===== src/rtl/bus_drive_arbiter_if.sv =====
// Bus-side signal bundle between the arbiter and the N tri-state sources.
// master: arbiter side; slave: source/observer side.
interface bus_drive_arbiter_if #(
   parameter int N = 4
);
   localparam int IDW = (N > 1) ? $clog2(N) : 1;

   logic [N-1:0]   req;
   logic [N-1:0]   grant;
   logic [N-1:0]   drive_en;
   logic [IDW-1:0] owner_id;
   logic           bus_idle;

   modport master (
      input  req,
      output grant,
      output drive_en,
      output owner_id,
      output bus_idle
   );

   modport slave (
      output req,
      input  grant,
      input  drive_en,
      input  owner_id,
      input  bus_idle
   );
endinterface


===== src/rtl/bus_drive_arbiter.sv =====
// Round-robin arbiter and tri-state enable sequencer: SETUP before DRIVE,
// bounded hold, one all-off TURN cycle between owners. Outputs are registered.
module bus_drive_arbiter #(
   parameter int N        = 4,
   parameter int MAX_HOLD = 8
) (
   input  logic                 clk,
   input  logic                 rst_n,
   bus_drive_arbiter_if.master  bus
);
   localparam int          IDW = (N > 1) ? $clog2(N) : 1;
   localparam int          HW  = $clog2(MAX_HOLD + 1);
   localparam int unsigned NU  = N;

   localparam logic [1:0] S_IDLE  = 2'd0;
   localparam logic [1:0] S_SETUP = 2'd1;
   localparam logic [1:0] S_DRIVE = 2'd2;
   localparam logic [1:0] S_TURN  = 2'd3;

   logic [1:0]     state_q,    state_d;
   logic [IDW-1:0] owner_q,    owner_d;
   logic [IDW-1:0] rr_ptr_q,   rr_ptr_d;
   logic [HW-1:0]  hold_q,     hold_d;
   logic [N-1:0]   grant_q,    grant_d;
   logic [N-1:0]   drive_en_q, drive_en_d;
   logic           bus_idle_q, bus_idle_d;

   logic           arb_found;
   logic [IDW-1:0] arb_idx;
   logic [IDW-1:0] owner_inc;
   logic [N-1:0]   owner_onehot;

   // Circular search starting at rr_ptr; first requester wins.
   always_comb begin
      int unsigned cand;
      arb_found = 1'b0;
      arb_idx   = '0;
      cand      = 0;
      for (int unsigned k = 0; k < NU; k++) begin
         cand = (32'(rr_ptr_q) + k) % NU;
         if (!arb_found && bus.req[cand]) begin
            arb_found = 1'b1;
            arb_idx   = IDW'(cand);
         end
      end
   end

   assign owner_inc = (owner_q == IDW'(N - 1)) ? '0 : owner_q + 1'b1;

   always_comb begin
      state_d  = state_q;
      owner_d  = owner_q;
      rr_ptr_d = rr_ptr_q;
      hold_d   = hold_q;
      case (state_q)
         S_IDLE, S_TURN: begin
            if (arb_found) begin
               owner_d = arb_idx;
               state_d = S_SETUP;
            end else begin
               state_d = S_IDLE;
            end
         end
         S_SETUP: begin
            rr_ptr_d = owner_inc;
            if (bus.req[owner_q]) begin
               state_d = S_DRIVE;
               hold_d  = HW'(1);
            end else begin
               state_d = S_TURN;
            end
         end
         S_DRIVE: begin
            if (!bus.req[owner_q] || hold_q == HW'(MAX_HOLD)) begin
               state_d  = S_TURN;
               rr_ptr_d = owner_inc;
            end else begin
               hold_d = hold_q + 1'b1;
            end
         end
         default: state_d = S_IDLE;
      endcase
   end

   // Moore outputs are decoded from the next state so they land in registers.
   always_comb begin
      for (int unsigned i = 0; i < NU; i++) begin
         owner_onehot[i] = (owner_d == IDW'(i));
      end
      grant_d    = (state_d == S_SETUP || state_d == S_DRIVE) ? owner_onehot : '0;
      drive_en_d = (state_d == S_DRIVE) ? owner_onehot : '0;
      bus_idle_d = ~|drive_en_d;
   end

   always_ff @(posedge clk or negedge rst_n) begin
      if (!rst_n) begin
         state_q    <= S_IDLE;
         owner_q    <= '0;
         rr_ptr_q   <= '0;
         hold_q     <= '0;
         grant_q    <= '0;
         drive_en_q <= '0;
         bus_idle_q <= 1'b1;
      end else begin
         state_q    <= state_d;
         owner_q    <= owner_d;
         rr_ptr_q   <= rr_ptr_d;
         hold_q     <= hold_d;
         grant_q    <= grant_d;
         drive_en_q <= drive_en_d;
         bus_idle_q <= bus_idle_d;
      end
   end

   assign bus.grant    = grant_q;
   assign bus.drive_en = drive_en_q;
   assign bus.owner_id = owner_q;
   assign bus.bus_idle = bus_idle_q;
endmodule


===== src/flat_wrapper.sv =====
// flat-port wrapper written by rule: the top's interface ports become plain ports
module bus_drive_arbiter_flat 
#(
   parameter int N        = 4,
   parameter int MAX_HOLD = 8
)
  (clk, rst_n, bus_req, bus_grant, bus_drive_en, bus_owner_id, bus_bus_idle);
  bus_drive_arbiter_if #(.N(N)) bus_i ();
  input  logic clk;
  input  logic rst_n;
  input wire logic [$bits(bus_i.req)-1:0] bus_req;
  output wire logic [$bits(bus_i.grant)-1:0] bus_grant;
  output wire logic [$bits(bus_i.drive_en)-1:0] bus_drive_en;
  output wire logic [$bits(bus_i.owner_id)-1:0] bus_owner_id;
  output wire logic [$bits(bus_i.bus_idle)-1:0] bus_bus_idle;
  assign bus_i.req = bus_req;
  assign bus_grant = bus_i.grant;
  assign bus_drive_en = bus_i.drive_en;
  assign bus_owner_id = bus_i.owner_id;
  assign bus_bus_idle = bus_i.bus_idle;
  bus_drive_arbiter #(.N(N), .MAX_HOLD(MAX_HOLD)) u_core (.clk(clk), .rst_n(rst_n), .bus(bus_i));
endmodule

===== config.mk =====
export PLATFORM = sky130hd
export DESIGN_NAME = bus_drive_arbiter_flat
export DESIGN_NICKNAME = d
export VERILOG_FILES = /design/src/rtl/bus_drive_arbiter_if.sv /design/src/rtl/bus_drive_arbiter.sv /design/src/flat_wrapper.sv
export SDC_FILE = /design/constraint.sdc
export NUM_CORES = 1
export LEC_CHECK = 0
export CORE_ASPECT_RATIO = 0.9
export CORE_UTILIZATION = 33
export CTS_CLUSTER_DIAMETER = 100
export DETAILED_ROUTE_END_ITERATION = 10
export PLACE_DENSITY_LB_ADDON = 0.15
export SLEW_MARGIN = 20
export SYNTH_ARGS = -nofsm -noshare
export SYNTH_HDL_FRONTEND = slang
export SYNTH_SLANG_ARGS = --single-unit

===== constraint.sdc =====
create_clock -name clk -period 2.2 [get_ports clk]
set_input_delay 0.44 -clock clk [delete_from_list [all_inputs] [get_ports clk]]
set_output_delay 0.44 -clock clk [all_outputs]
set_load 0.1 [all_outputs]

# Yosys cells after proc, flatten, opt, wreduce, memory -nomap -nowiden
# Index checks and enable logic that the tools add are counted.
[totals]
out_inout_bits = 11
regBits = 19
[op_classes]
order_cmp = 5
n_eq_ne = 13
add_sub_neg = 5
n_mux = 32
reduce_logical = 17
[op_table]
columns = ["op", "n"]
rows = [
  ["$mux W2", 9],
  ["$mux W4", 4],
  ["$lt A2 B3 Y1 const B", 5],
  ["$eq A2 B2 Y1 const B", 6],
  ["$mux W1", 11],
  ["$bmux W1 S2", 5],
  ["$pmux W4 S2", 1],
  ["$eq A2 B1 Y1 const B", 3],
  ["$pmux W2 S3", 1],
  ["$logic_not A1 Y1", 5],
  ["$add A2 B1 Y2 const B", 2],
  ["$add A2 B2 Y2 const B", 2],
  ["$add A4 B1 Y4 const B", 1],
  ["$eq A4 B4 Y1 const B", 1],
  ["$logic_not A2 Y1", 2],
  ["$ne A2 B1 Y1 const B", 2],
  ["$pmux W2 S2", 1],
  ["$reduce_or A4 Y1", 1],
  ["$logic_and A1 B1 Y1", 3],
  ["$reduce_and A3 Y1", 1],
  ["$logic_or A1 B1 Y1", 2],
  ["$ne A2 B2 Y1 const B", 1],
  ["$reduce_and A2 Y1", 1],
  ["$reduce_bool A2 Y1", 1],
  ["$reduce_or A2 Y1", 1],
]

# Depth between registers and ports, before layout
# Gate-level depths: netlist of the first run.
[depth]
depth_word = 18
depth_mapped = 9

# Worst setup path after synthesis of the first run
# No wires, ideal clock.
[synth_path]
kind = "reg2reg"
start = "register u_core.owner_q[0] (netlist: u_core.bus.owner_id[0])"
end = "register u_core.grant_q[2] (netlist: u_core.bus.grant[2])"
path_stages_with_launch = 7
slack_ps = -462
required_ps = 2111
synth_period_minus_slack_ps = 2662
t_arrival_ps = 2573
setup_ps = 89
n_path_buf = 0
cell_sequence = "dfrtp_1 mux4_2 nand2_1 nor2_1 o31a_1 ha_1 nor3_1"
[synth_via]
elab_chain_cells = 9
elab_cells_between_ends = 14
[synth_rtl]
columns = ["element", "line", "source"]
rows = [
  ["start, declared", "bus_drive_arbiter.sv:21", "logic [IDW-1:0] owner_q, owner_d;"],
  ["start signal, assigned", "bus_drive_arbiter.sv:106", "owner_q <= owner_d;"],
  ["$bmux W1 S2", "bus_drive_arbiter.sv:66, bus_drive_arbiter.sv:74", ""],
  ["$mux W1 (implied by the code)", "bus_drive_arbiter.sv:66, bus_drive_arbiter.sv:74", ""],
  ["$logic_not A1 Y1", "bus_drive_arbiter.sv:74", "if (!bus.req[owner_q] || hold_q == HW'(MAX_HOLD)) begin"],
  ["$logic_or A1 B1 Y1", "bus_drive_arbiter.sv:74", ""],
  ["$mux W2", "bus_drive_arbiter.sv:74", ""],
  ["$pmux W2 S3", "bus_drive_arbiter.sv:55", "case (state_q)"],
  ["$eq A2 B1 Y1 or $eq A2 B2 Y1 (tied branches)", "bus_drive_arbiter.sv:90", "grant_d = (state_d == S_SETUP || state_d == S_DRIVE) ? owner_onehot : '0;"],
  ["$logic_or A1 B1 Y1", "bus_drive_arbiter.sv:90", ""],
  ["$mux W4 *", "bus_drive_arbiter.sv:90", ""],
  ["via u_core.grant_d[2]", "bus_drive_arbiter.sv:24", "logic [N-1:0] grant_q, grant_d;"],
  ["end signal, assigned", "bus_drive_arbiter.sv:109", "grant_q <= grant_d;"],
  ["end, declared", "bus_drive_arbiter.sv:24", ""],
]
# The timed path passes the listed nets; every way through them passes the cells marked *. The select of a mux whose other input is x is not followed.
# A chain may end at the register's enable or synchronous reset.

# Worst setup path in the final report of the first run
[layout_path]
start = "input port bus_req[3]"
end = "register u_core.grant_q[0] (netlist: u_core.bus.grant[0])"
[layout_via]
elab_chain_cells = 17
elab_cells_between_ends = 37
[layout_rtl]
columns = ["element", "line", "source"]
rows = [
  ["start, declared", "flat_wrapper.sv:11", "input wire logic [$bits(bus_i.req)-1:0] bus_req;"],
  ["$bmux W1 S2", "bus_drive_arbiter.sv:41", "if (!arb_found && bus.req[cand]) begin"],
  ["$mux W1 (implied by the code)", "bus_drive_arbiter.sv:41", ""],
  ["$mux W1", "bus_drive_arbiter.sv:41", ""],
  ["$logic_not A1 Y1", "bus_drive_arbiter.sv:41", ""],
  ["$logic_and A1 B1 Y1", "bus_drive_arbiter.sv:41", ""],
  ["$mux W1", "bus_drive_arbiter.sv:41", ""],
  ["$logic_not A1 Y1", "bus_drive_arbiter.sv:41", ""],
  ["$logic_and A1 B1 Y1", "bus_drive_arbiter.sv:41", ""],
  ["(+2 left out)", "--", ""],
  ["$logic_and A1 B1 Y1", "bus_drive_arbiter.sv:41", ""],
  ["$mux W1", "bus_drive_arbiter.sv:41", ""],
  ["$mux W1", "bus_drive_arbiter.sv:57", "if (arb_found) begin"],
  ["$pmux W2 S3", "bus_drive_arbiter.sv:55", ""],
  ["$eq A2 B1 Y1 or $eq A2 B2 Y1 (tied branches)", "bus_drive_arbiter.sv:90", ""],
  ["$logic_or A1 B1 Y1", "bus_drive_arbiter.sv:90", ""],
  ["$mux W4 *", "bus_drive_arbiter.sv:90", ""],
  ["via u_core.grant_d[0]", "bus_drive_arbiter.sv:24", ""],
]
# Marks and branches as above.

==> results of run 1 <==
cells in the mapped netlist, drive strengths merged (2+ instances only):
cell type / count / share of area (%)
a22o: 2 / 1.8
dfrtp: 18 / 46
ha: 6 / 7.7
inv: 10 / 3.9
nand2: 6 / 2.3
nand3: 4 / 2.1
nor2: 5 / 1.9
nor2b: 4 / 2.6
nor3: 9 / 4.6
o21ai: 2 / 1.0
o31a: 2 / 1.8
logic make-up after synthesis:
logic type,count (synthesis),synth area share [%]
DFF,19,48.91
adders and majority gates,6,7.702
muxes,3,4.493
AOI/OAI and AO/OA,18,19.13
buffers and inverters,11,4.236
and+or+nand+nor,31,15.53
area by class of cell:
type,count,share of cell area [%]
clock buffers,3,1.737
multi-input cells,58,37.16
well taps,40,3.861
clock inverters,1,0.5792
inverters,10,2.896
flip-flops and latches,19,37.16
repair buffers,27,16.60
flip-flops by register name, summed over array words and instances, names as in the netlist:
name	cells
u_core.bus.drive_en	4
u_core.bus.bus_idle	1
u_core.hold_q	4
u_core.bus.grant	4
u_core.rr_ptr_q	2
u_core.bus.owner_id	2
u_core.state_q	2
metal layers:
metal / wire length, um / track usage, % / vias to the layer above
met5: 0 / 0 / -
met4: 6 / 3.571 / 0
met3: 114 / 4.327 / 2
met2: 907 / 22.28 / 19
met1: 999 / 21.45 / 363
li1: - / - / 376
per-stage QoR:
stage / area [sq um] / hold slack [ns] / util [%] / setup WS [ns] / TNS [ns]
4_1_cts: 1286 / 0.4372 / 46.43 / 0.08388 / 0
5_1_grt: 1296 / 0.4445 / 46.79 / 0.004805 / 0
6_report: 1296 / 0.4261 / 46.79 / 0.1111 / 0
3_3_place_gp: 1256 / 0.5399 / 45.35 / -0.2217 / -1.675
3_5_place_dp: 1256 / 0.5453 / 45.35 / -0.2645 / -1.873
2_1_floorplan: 994.7 / 0.1444 / - / 0.02931 / 0
repair_timing:
| action | in CTS | in global routing |
|---|---|---|
| gates resized for setup | 0 | 2 |
| hold buffers | 0 | 0 |
| endpoints found under the setup margin | 0 | 1 |
worst register-to-register path, delay by kind of cell (launching register included):
kind,cells,cell delay (ns)
mux,1,0.57
flops,1,0.47
simple gates,3,0.36
compound gates,1,0.32
fa+ha+maj,1,0.24
worst max path at each step:
stage / cells past startpoint / from / end / slack, ns
floorplan: 6 / u_core.bus.owner_id[0] / u_core.bus.grant[2] / 0.03
global placement: 7 / bus_req[3] / u_core.bus.grant[2] / -0.22
detailed placement: 7 / bus_req[0] / u_core.bus.grant[1] / -0.26
CTS: 7 / bus_req[0] / u_core.bus.grant[1] / 0.08
global route: 7 / bus_req[0] / u_core.bus.grant[0] / 0.005
finish: 7 / bus_req[3] / u_core.bus.grant[0] / 0.11
==> out/results.ini, run 1 <==
[status]
status = finished, final reports clean

[final_layout]
n_fill_cell = 271
drive_above_1_share_pct = 33.05
multi_input_area_sq_um = 481.7
mostFrequentLayoutCells = buf_4 (22), dfrtp_1 (16), inv_1 (8), nor3_1 (7)
diodes = 0
layout.cells.non_filler = 158
layout_commonest_cell = buf_4
area_growth_pct = 32.99
regArea_sq_um = 481.7
nNetsFinal = 131

[critical_path]
cp_slowest_cell = mux4_2
cp_max_fo = 4
reg2reg_from = u_core.bus.owner_id[0]
path_buf_inv = 1
cp-end-kind = flop
critPathTopFamily = multiplexers
max_stage_delay_ns = 0.54
cpMostUsedCell = nor2_1
crit_required_ns = 2.43
ff2ff_setup_slack_ns = 0.17
worstPathCellList = clkdlybuf4s50_1 > mux4_2 > nor2_1 > nor2_1 > o31a_1 > ha_4 > nor3_1
r2r_cells = 6
arrival_ns = 2.32
critPathKind = primary input to flop
r2r_end = u_core.bus.grant[0]
cp-start-kind = primary input

[floorplanning]
io_pins = 17
die_y_um = 53.56
start_util_pct = 35.19
dieArea_sq_um = 3175
die_w_um = 59.29
rows = 18
core-area_sq_um = 2770

[logic_synthesis]
syn_area_sq_um = 974.7
syn-instance-count = 88
yosys_warnings = 0
ys_types = 33
postSynth.asyncResetShare_pct = 100.0
synth_ff_type = dfrtp_1
syn_area_per_cell_sq_um = 11.08
synth-edff-count = 0
seq_area_frac_synth_pct = 48.91
ys_ff_latch = 19
syn_nets = 100

[global_routing]
grt_pass1_wl_um = 3470
grt_overflow = 0
grt_pass1_vias = 701
grt_max_degree = 13
antenna_found_initial = 0
grt_usage_pct = 15.00

[placed_design]
place_inst = 154
place_congestion = 0.7828
place_hpwl_um = 1612
port_buffers = 16

[detailed_routing]
drc = 0
drt-initial-drc-count = 25
drtAntennaViolNets = 0
wirelength_um = 2028
avgRoutedWirePerCell_um = 12.84
routed_via_density = 4.810
vias = 760
first_pass_iters = 4

[sta]
slew_headroom_pct = 69.81
rsz0062_at_grt = no
setup_viol = 0
period_needed_ns = 2.089
drv_slew = 0
fin_crit_sh_pct = 94.95
worst_slew_pin_slew_ns = 0.4514
fmax_ghz = 0.4787
hold_violations = 0
fin_worst_skew_ns = 0.006386

[clock_tree]
cts_tree = yes
clock_sinks = 19
ctsHtreeMaxLevel = 1
clockBufferDepth = 2
numCtsBuffers = 3
clkSlewWorstSetupHoldPaths_ns = 0.12
post-cts-setup-buffers = 0
clk_latency_ns = 0.31
root_buffer = clkbuf_4

[flow_run]
maxCapViolations = 0

[worst_hold_path]
min_path_type = primary input to async pin

Power of run 1 is left out: the tool's default activity adds up to more than one toggle a clock period on the data nets, which glitch-free logic cannot reach.
==> inputs of run 2 (changes only) <==
GPL_ROUTABILITY_DRIVEN = 0   (was not set)
MAX_ROUTING_LAYER = met4   (was not set)
clock period = 1.7 ns   (was 2.2 ns; I/O delays follow)
==> run 2 against run 1 <==
  * The run now ends with setup timing left
  * Via count rose by 12%
  * Highest routed layer unchanged
  * Register-to-register slack got worse by 0.42 ns
  * Final area grew 28%
  * Critical path type unchanged
  * Critical path depth is the same
  * First-iteration DRC count unchanged
  * Die area unchanged
  * Setup slack worse by 0.37 ns
==> out/results.ini, run 2 (synthesis results as in run 1) <==
[global_routing]
grt_pass1_vias = 865
grt_max_degree = 20
grt_usage_pct = 17.72
grt_use_met1_pct = 23.03
antenna_found_initial = 0
grt_pass1_wl_um = 3946
use_met2_pct = 26.97
grt.busiest_layer = met2
use_met3_pct = 2.885
grt_overflow = 0

[clock_tree]
ctsHoldBuffers = 0
clockBufferDepth = 2
root_buffer = clkbuf_4
clk_latency_ns = 0.30
clkSlewWorstSetupHoldPaths_ns = 0.11
clock_sinks = 19
ctsHtreeMaxLevel = 1
numCtsBuffers = 3
cts_tree = yes

[floorplanning]
core-area_sq_um = 2770
dieArea_sq_um = 3175
io_pins = 17
die_y_um = 53.56
rows = 18
die_w_um = 59.29
start_util_pct = 35.19

[detailed_routing]
routed_via_density = 4.897
first_pass_iters = 4
vias = 852
drt-initial-drc-count = 25
drc = 0
avgRoutedWirePerCell_um = 13.59
wirelength_um = 2364
drtAntennaViolNets = 0

[placed_design]
place_hpwl_um = 1722
port_buffers = 16
dp_slack_ns = -0.5593
placed_area_sq_um = 1491

[sta]
setup_viol = 15
fin_crit_sh_pct = 115.4
period_needed_ns = 1.961
hold_ws_ns = 0.3594
rsz0062_at_grt = yes
slew_headroom_pct = 81.19
fmax_ghz = 0.5099
drv_slew = 0
fin_ws_ns = -0.2613
fin_worst_skew_ns = 0.002274
worst_slew_pin_slew_ns = 0.2818
hold_violations = 0

[final_layout]
utilization_pct = 59.76
mostFrequentLayoutCells = buf_4 (24), dfrtp_1 (16), buf_12 (11), inv_1 (7), nor3_2 (7)
area_growth_pct = 69.83
n_fill_cell = 221
layout_commonest_cell = buf_4
drive_above_1_share_pct = 51.49
diodes = 0
design_area_sq_um = 1655
nNetsFinal = 147

[critical_path]
arrival_ns = 2.19
crit_required_ns = 1.93
critPathKind = primary input to flop
cp-end-kind = flop
cp-start-kind = primary input
cp_max_fo = 4

[status]
status = finished, violations left
violations = setup timing

[flow_run]
maxCapViolations = 0

[worst_hold_path]
min_path_type = primary input to async pin

## run 2: changes by cell type in the layout (fill, tap and decap cells not counted), moves of 2 or more
cell / previous run / this run
buf_4: 22 / 24
buf_6: 0 / 3
nor3_1: 7 / 1
nor3_2: 2 / 7
nor2_1: 5 / 3
nor2_2: 0 / 2
buf_12: 0 / 11
## run 2: metrics by stage
step / std cells / TNS, ns
detailed placement: 165 / -7.323
global placement: 165 / -6.831
floorplan: 88 / -4.063
global route: 174 / -3.277
finish: 174 / -2.275
CTS: 174 / -1.742
## run 2: path summary, 6_finish.rpt
| check | slack, ns | cells past startpoint | from | endpoint |
|---|---|---|---|---|
| setup / recovery | -0.26 | 7 | bus_req[2] | u_core.bus.grant[3] |
| hold / removal | 0.36 | 2 | rst_n | u_core.rr_ptr_q[1] |
| setup reg to reg | -0.25 | 6 | u_core.bus.owner_id[0] | u_core.bus.grant[3] |
| hold reg to reg | 0.58 | 1 | u_core.hold_q[3] | u_core.hold_q[3] |
| max in group asynchronous | 1.09 | 2 | rst_n | u_core.bus.bus_idle |
| min in group clk | 0.58 | 1 | u_core.hold_q[3] | u_core.hold_q[3] |
## run 2: worst max-delay path: stages
cell and delay (ns):
clkdlybuf4s50_1 0.42, mux4_2 0.53, nand2_2 0.11, nor2_2 0.05
o31a_1 0.31, ha_4 0.25, nor3_2 0.18
## run 2: layer usage
metal,routed length (um),vias up
met4,44,0
li1,-,412
met5,0,-
met2,1126,14
met1,1095,422
met3,97,4
## run 2: what timing repair did
action | in CTS | in global routing
resized for setup | 14 | 8
endpoints found under the setup margin | 14 | 16
pin swaps | 3 | 6
buffers inserted | 5 | 2
## run 2: layout make-up
cell class                      count  area (sq um)  share of cell area [%]
Tap cell                           40         50.05                   3.023
Sequential cell                    19         481.7                   29.10
Multi-Input combinational cell     58         570.5                   34.47
Timing Repair Buffer               43         483.0                   29.18
Inverter                           10         42.54                   2.570
Clock inverter                      1         5.005                  0.3023
Clock buffer                        3         22.52                   1.361
Power of run 2 is left out for the same reason.
==> inputs of run 3 (changes only) <==
CAP_MARGIN = 20   (was not set)
==> results of run 3 <==
Final layout, timing and power as in run 2 (identical DEF).
Power of run 3 is left out for the same reason.
